==> config.mk <==
export PLATFORM = sky130hd
export DESIGN_NAME = q_argmax_seq
export DESIGN_NICKNAME = d
export VERILOG_FILES = /design/src/rtl/q_argmax_seq.sv
export SDC_FILE = /design/constraint.sdc
export NUM_CORES = 1
export LEC_CHECK = 0
export ABC_AREA = 1
export BUFFER_PORTS_ARGS = -buffer_cell sky130_fd_sc_hd__buf_2
export CAP_MARGIN = 25
export CORE_MARGIN = 2
export CORE_UTILIZATION = 50
export CTS_CLUSTER_DIAMETER = 50
export CTS_CLUSTER_SIZE = 25
export DETAILED_ROUTE_END_ITERATION = 7
export GPL_TIMING_DRIVEN = 0
export PLACE_DENSITY_LB_ADDON = 0.12
export SETUP_SLACK_MARGIN = 0.4
export SLEW_MARGIN = 15
export SYNTH_ARGS = -nofsm -noshare
export SYNTH_HDL_FRONTEND = slang
export SYNTH_SLANG_ARGS = --single-unit
export TNS_END_PERCENT = 10
==> constraint.sdc <==
create_clock -name clk -period 3.55 [get_ports clk]
set_clock_uncertainty 0.05 [all_clocks]
set_input_delay 0.1775 -clock clk [delete_from_list [all_inputs] [get_ports clk]]
set_output_delay 0.1775 -clock clk [all_outputs]
set_load 0.02 [all_outputs]
==> src/rtl/q_argmax_seq.sv <==
// Sequential arg-max over N_ACT streamed Q-values with per-cell legality.
// Emits the lowest-index legal cell holding the largest Q-value, or m_none when no cell is legal.
module q_argmax_seq #(
   parameter int DATA_W = 18,
   parameter int N_ACT  = 9,
   parameter int IDX_W  = 4
) (
   input  logic              clk,
   input  logic              rst,
   input  logic              s_valid,
   output logic              s_ready,
   input  logic [DATA_W-1:0] s_q,
   input  logic              s_legal,
   output logic              m_valid,
   input  logic              m_ready,
   output logic [IDX_W-1:0]  m_idx,
   output logic [DATA_W-1:0] m_q,
   output logic              m_none
);

   localparam logic [0:0]       ST_COLLECT = 1'b0;
   localparam logic [0:0]       ST_DONE    = 1'b1;
   localparam logic [IDX_W-1:0] LAST_IDX   = IDX_W'(N_ACT - 1);

   logic [0:0]        state_p0;
   logic [IDX_W-1:0]  cnt_p0;
   logic [DATA_W-1:0] best_q_p0;
   logic [IDX_W-1:0]  best_idx_p0;
   logic              have_best_p0;

   logic              accept;
   logic              take;
   logic              last_beat;
   logic [DATA_W-1:0] nxt_q;
   logic [IDX_W-1:0]  nxt_idx;
   logic              nxt_have;

   // Strict compare keeps the earlier index on ties.
   function automatic logic beats_best(input logic [DATA_W-1:0] cand,
                                       input logic [DATA_W-1:0] cur,
                                       input logic              have);
      return !have || (cand > cur);
   endfunction

   always_comb begin
      accept    = (state_p0 == ST_COLLECT) && s_valid && s_ready;
      take      = accept && s_legal && beats_best(s_q, best_q_p0, have_best_p0);
      last_beat = accept && (cnt_p0 == LAST_IDX);
      nxt_q     = take ? s_q : best_q_p0;
      nxt_idx   = take ? cnt_p0 : best_idx_p0;
      nxt_have  = have_best_p0 | (accept & s_legal);
   end

   // Stage p0: running best and result register
   always_ff @(posedge clk or posedge rst) begin
      if (rst) begin
         state_p0     <= ST_COLLECT;
         cnt_p0       <= '0;
         best_q_p0    <= '0;
         best_idx_p0  <= '0;
         have_best_p0 <= 1'b0;
         s_ready      <= 1'b0;
         m_valid      <= 1'b0;
         m_idx        <= '0;
         m_q          <= '0;
         m_none       <= 1'b0;
      end else begin
         case (state_p0)
            ST_COLLECT: begin
               s_ready <= !last_beat;
               if (accept) begin
                  best_q_p0    <= nxt_q;
                  best_idx_p0  <= nxt_idx;
                  have_best_p0 <= nxt_have;
                  if (last_beat) begin
                     state_p0 <= ST_DONE;
                     m_valid  <= 1'b1;
                     m_idx    <= nxt_idx;
                     m_q      <= nxt_q;
                     m_none   <= !nxt_have;
                  end else begin
                     cnt_p0 <= cnt_p0 + IDX_W'(1);
                  end
               end
            end
            default: begin
               s_ready <= 1'b0;
               if (m_ready) begin
                  // Result fields are left as-is; only control and accumulator clear.
                  state_p0     <= ST_COLLECT;
                  cnt_p0       <= '0;
                  best_q_p0    <= '0;
                  best_idx_p0  <= '0;
                  have_best_p0 <= 1'b0;
                  m_valid      <= 1'b0;
                  s_ready      <= 1'b1;
               end
            end
         endcase
      end
   end

endmodule

==> impl_metrics.ini <==
[setup_path]
critical_path_class = reg -> reg
regToRegSetupSlack_ps = 1410
reg2reg_depth = 14
cp-end-kind = flip-flop
crit_chain = inv_1 -> ha_1 -> nand2_1 -> nor2_1 -> nand3_1 -> nor2_1 -> nor2_1 -> nand2_2 -> nand2_2 -> nand2_4 -> clkbuf_4 -> nand3_1 -> nand3_1 -> nand2_1
cp_slowest_stage_delay_ps = 370
cp.required_ps = 3690
r2r_end = best_q_p0[5]$_DFFE_PP0P_
crit_slowest_cell = dfrtp_1
cp-start-kind = flip-flop
worstPathArrival_ps = 2280
r2r_start = best_q_p0[5]$_DFFE_PP0P_
crit_fanout = 10

[clock_network]
ctsResizeCount = 0
clockRootBuffer = clkbuf_8
clkLatencyLatePin_ps = 300
cts.clk_slew.worst_paths_ps = 90
clockBufferDepth = 2
h-tree-depth = 2
cts_made_buffers = 5
cts_sinks = 53
cts_tree = built

[final_layout]
final_common_cell = nand2_1
final_cell_mix = 121 x nand2_1, 66 x nand3_1, 56 x inv_1, 53 x dfrtp_1, 47 x buf_2
drive_above_1_share_pct = 23.74
area_growth_pct = 13.71
multi_input_area_um2 = 1558
layoutNonFillerInstCount = 532
fin_nets = 498
layout.area.seq_um2 = 1326
diodes = 0
fin_util_pct = 59.00
layout.filler_cells = 579

[floorplanning]
die-height_um = 85.17
num_rows = 29
fp.dieW_um = 85.17
ios = 48
initial_core_util_pct = 51.88
die-area_um2 = 7254
core-area_um2 = 6350

[synthesis]
syn-cell-area_um2 = 3294
syn_inst = 399
avgSynthCellArea_um2 = 8.257
yosysTopAreaCellShare_pct = 40.26
synth.distinct_cells = 30
synth_area_leader_cell = dfrtp_1
yosys_warnings = 0
synth-seq-area-share_pct = 40.26
ys_top_cells_by_area = dfrtp_1 40%, nand2_1 14%, nand3_1 10%, ha_1 7.6%, nand2_4 7.5%
synth_nets = 442
ys_ff_latch = 53

[place]
gp_congestion = 0.7931
io_buffer_count = 47
dp_cells = 524
hpwl_mm = 5.117

[routing]
routed_wl_mm = 6.772
vias_per_cell = 4.895
routedWlPerCell_um = 12.73
vias = 2604
drc = 0
ant_nets = 0
drtPass1Iterations = 4
drtIter0Drc = 118

[global_routing]
grt_pass1_wl_mm = 11.57
grt.total_usage_pct = 20.10
grt-ovfl-total = 0
grt_max_degree = 31
antenna_found_initial = 0
grt_pass1_vias = 2477

[timing]
finalHoldViolations = 0
fmax_ghz = 0.4680
min_period_over_period_pct = 60.20
worstMarginPinSlew_ps = 537.7
maxSlewViolCount = 0
slew_headroom_pct = 64.10
tns_ps = 0
fin_crit_ps = 2137
hold-worst-slack_ps = 144.6
setup_viol = 0
rsz0062_at_grt = false

[power_and_ir_drop]
design_power_total_mw = 2.960
peakVddDrop_mv = 0.4358
power_density_nw_per_um2 = 790.3
leakagePower_nw = 2.168

[min_path]
hp-start = m_ready
hold_path_end = m_valid$_DFFE_PP0P_
whs_path_depth = 4
worstHoldPathType = in -> reg

[run]
maxCapViolations = 0

[status]
run_status = completed
## cell type report
type / count / area share (%)
Multi-Input combinational cell: 268 / 41.58
Sequential cell: 53 / 35.40
Timing Repair Buffer: 49 / 7.081
Inverter: 64 / 6.613
Buffer: 14 / 4.342
Tap cell: 77 / 2.572
Clock buffer: 6 / 2.204
Clock inverter: 1 / 0.2004
## cells in the mapped netlist
cell	instances
inv_1	57
nor2_1	10
nand3_4	1
nand3_1	66
xor2_1	1
inv_4	1
buf_1	1
clkinv_1	2
nor2_2	1
ha_1	20
inv_6	1
nand3_2	4
buf_12	2
buf_4	1
inv_2	3
nand2_4	22
nand2_2	5
nand2_1	121
a21oi_1	6
a21o_1	2
o21ai_0	3
nand4_4	1
dfrtp_1	53
clkbuf_4	1
nor2_4	2
o21ai_1	2
buf_6	2
dlygate4sd1_1	3
clkbuf_8	4
nor2_8	1
## metal layers
layer	vias up	GRT usage, %	routed length [µm]	part of all wire, %
li1	1348	-	-	-
met3	2	3.016	265	3.9
met5	-	0	0	0
met2	50	32.74	3196	47
met4	0	4.329	36	0.53
met1	1204	28.58	3273	48
## cell families (layout without fill, tap and decap cells)
| group | Yosys count | count (layout) | synth area share (%) |
|---|---|---|---|
| AND/OR/NAND/NOR | 234 | 234 | 37.30 |
| XOR/XNOR | 1 | 1 | 0.2659 |
| flip-flops | 53 | 53 | 40.26 |
| adder cells (fa/ha/maj) | 20 | 20 | 7.596 |
| AO/OA/AOI/OAI | 13 | 13 | 2.127 |
| buffers and inverters | 78 | 134 | 12.46 |
## critical path: cells and delay by family, from the launching register on
family	cells	cell delay, ps
DFF	1	370
and+or+nand+nor	11	990
adders and majority gates	1	310
buffers and inverters	2	310
## worst max path at each step
stage / startpoint / endpoint / slack, ps / depth (start not counted)
after floorplan: best_q_p0[17]$_DFFE_PP0P_ / best_q_p0[1]$_DFFE_PP0P_ / 1670 / 14
after global placement: rst / m_q[7]$_DFFE_PP0P_ / 1270 / 2
after detailed placement: best_q_p0[5]$_DFFE_PP0P_ / best_q_p0[5]$_DFFE_PP0P_ / 1430 / 14
after CTS: best_q_p0[5]$_DFFE_PP0P_ / m_q[8]$_DFFE_PP0P_ / 1400 / 14
after global routing: best_q_p0[13]$_DFFE_PP0P_ / best_q_p0[5]$_DFFE_PP0P_ / 1230 / 17
final: best_q_p0[5]$_DFFE_PP0P_ / best_q_p0[5]$_DFFE_PP0P_ / 1410 / 14
## stage by stage
step | setup WS (ps) | cell area, µm²
3_3_place_gp | 1270 | 3626
4_1_cts | 1397 | 3746
2_1_floorplan | 1672 | 3294
6_report | 1413 | 3746
5_1_grt | 1230 | 3746
3_5_place_dp | 1432 | 3646
## sequential cells by signal (all words and copies together) (netlist names)
name	flops
best_q_p0	18
best_idx_p0	4
m_q	18
s_ready	1
m_valid	1
have_best_p0	1
state_p0	1
m_idx	4
cnt_p0	4
m_none	1
## report_power, final
part / switching, mW / leakage [nW] / internal, mW
Combinational: 1.02 / 1.44 / 0.585
Sequential: 0.139 / 0.687 / 0.869
Clock: 0.192 / 0.0433 / 0.155
## repair_timing
| item | in CTS | in global routing |
|---|---|---|
| setup buffers | 0 | 0 |
| hold buffers | 1 | 0 |
| endpoints found under the hold margin | 23 | 0 |
Power figures use the tool's default switching activity.
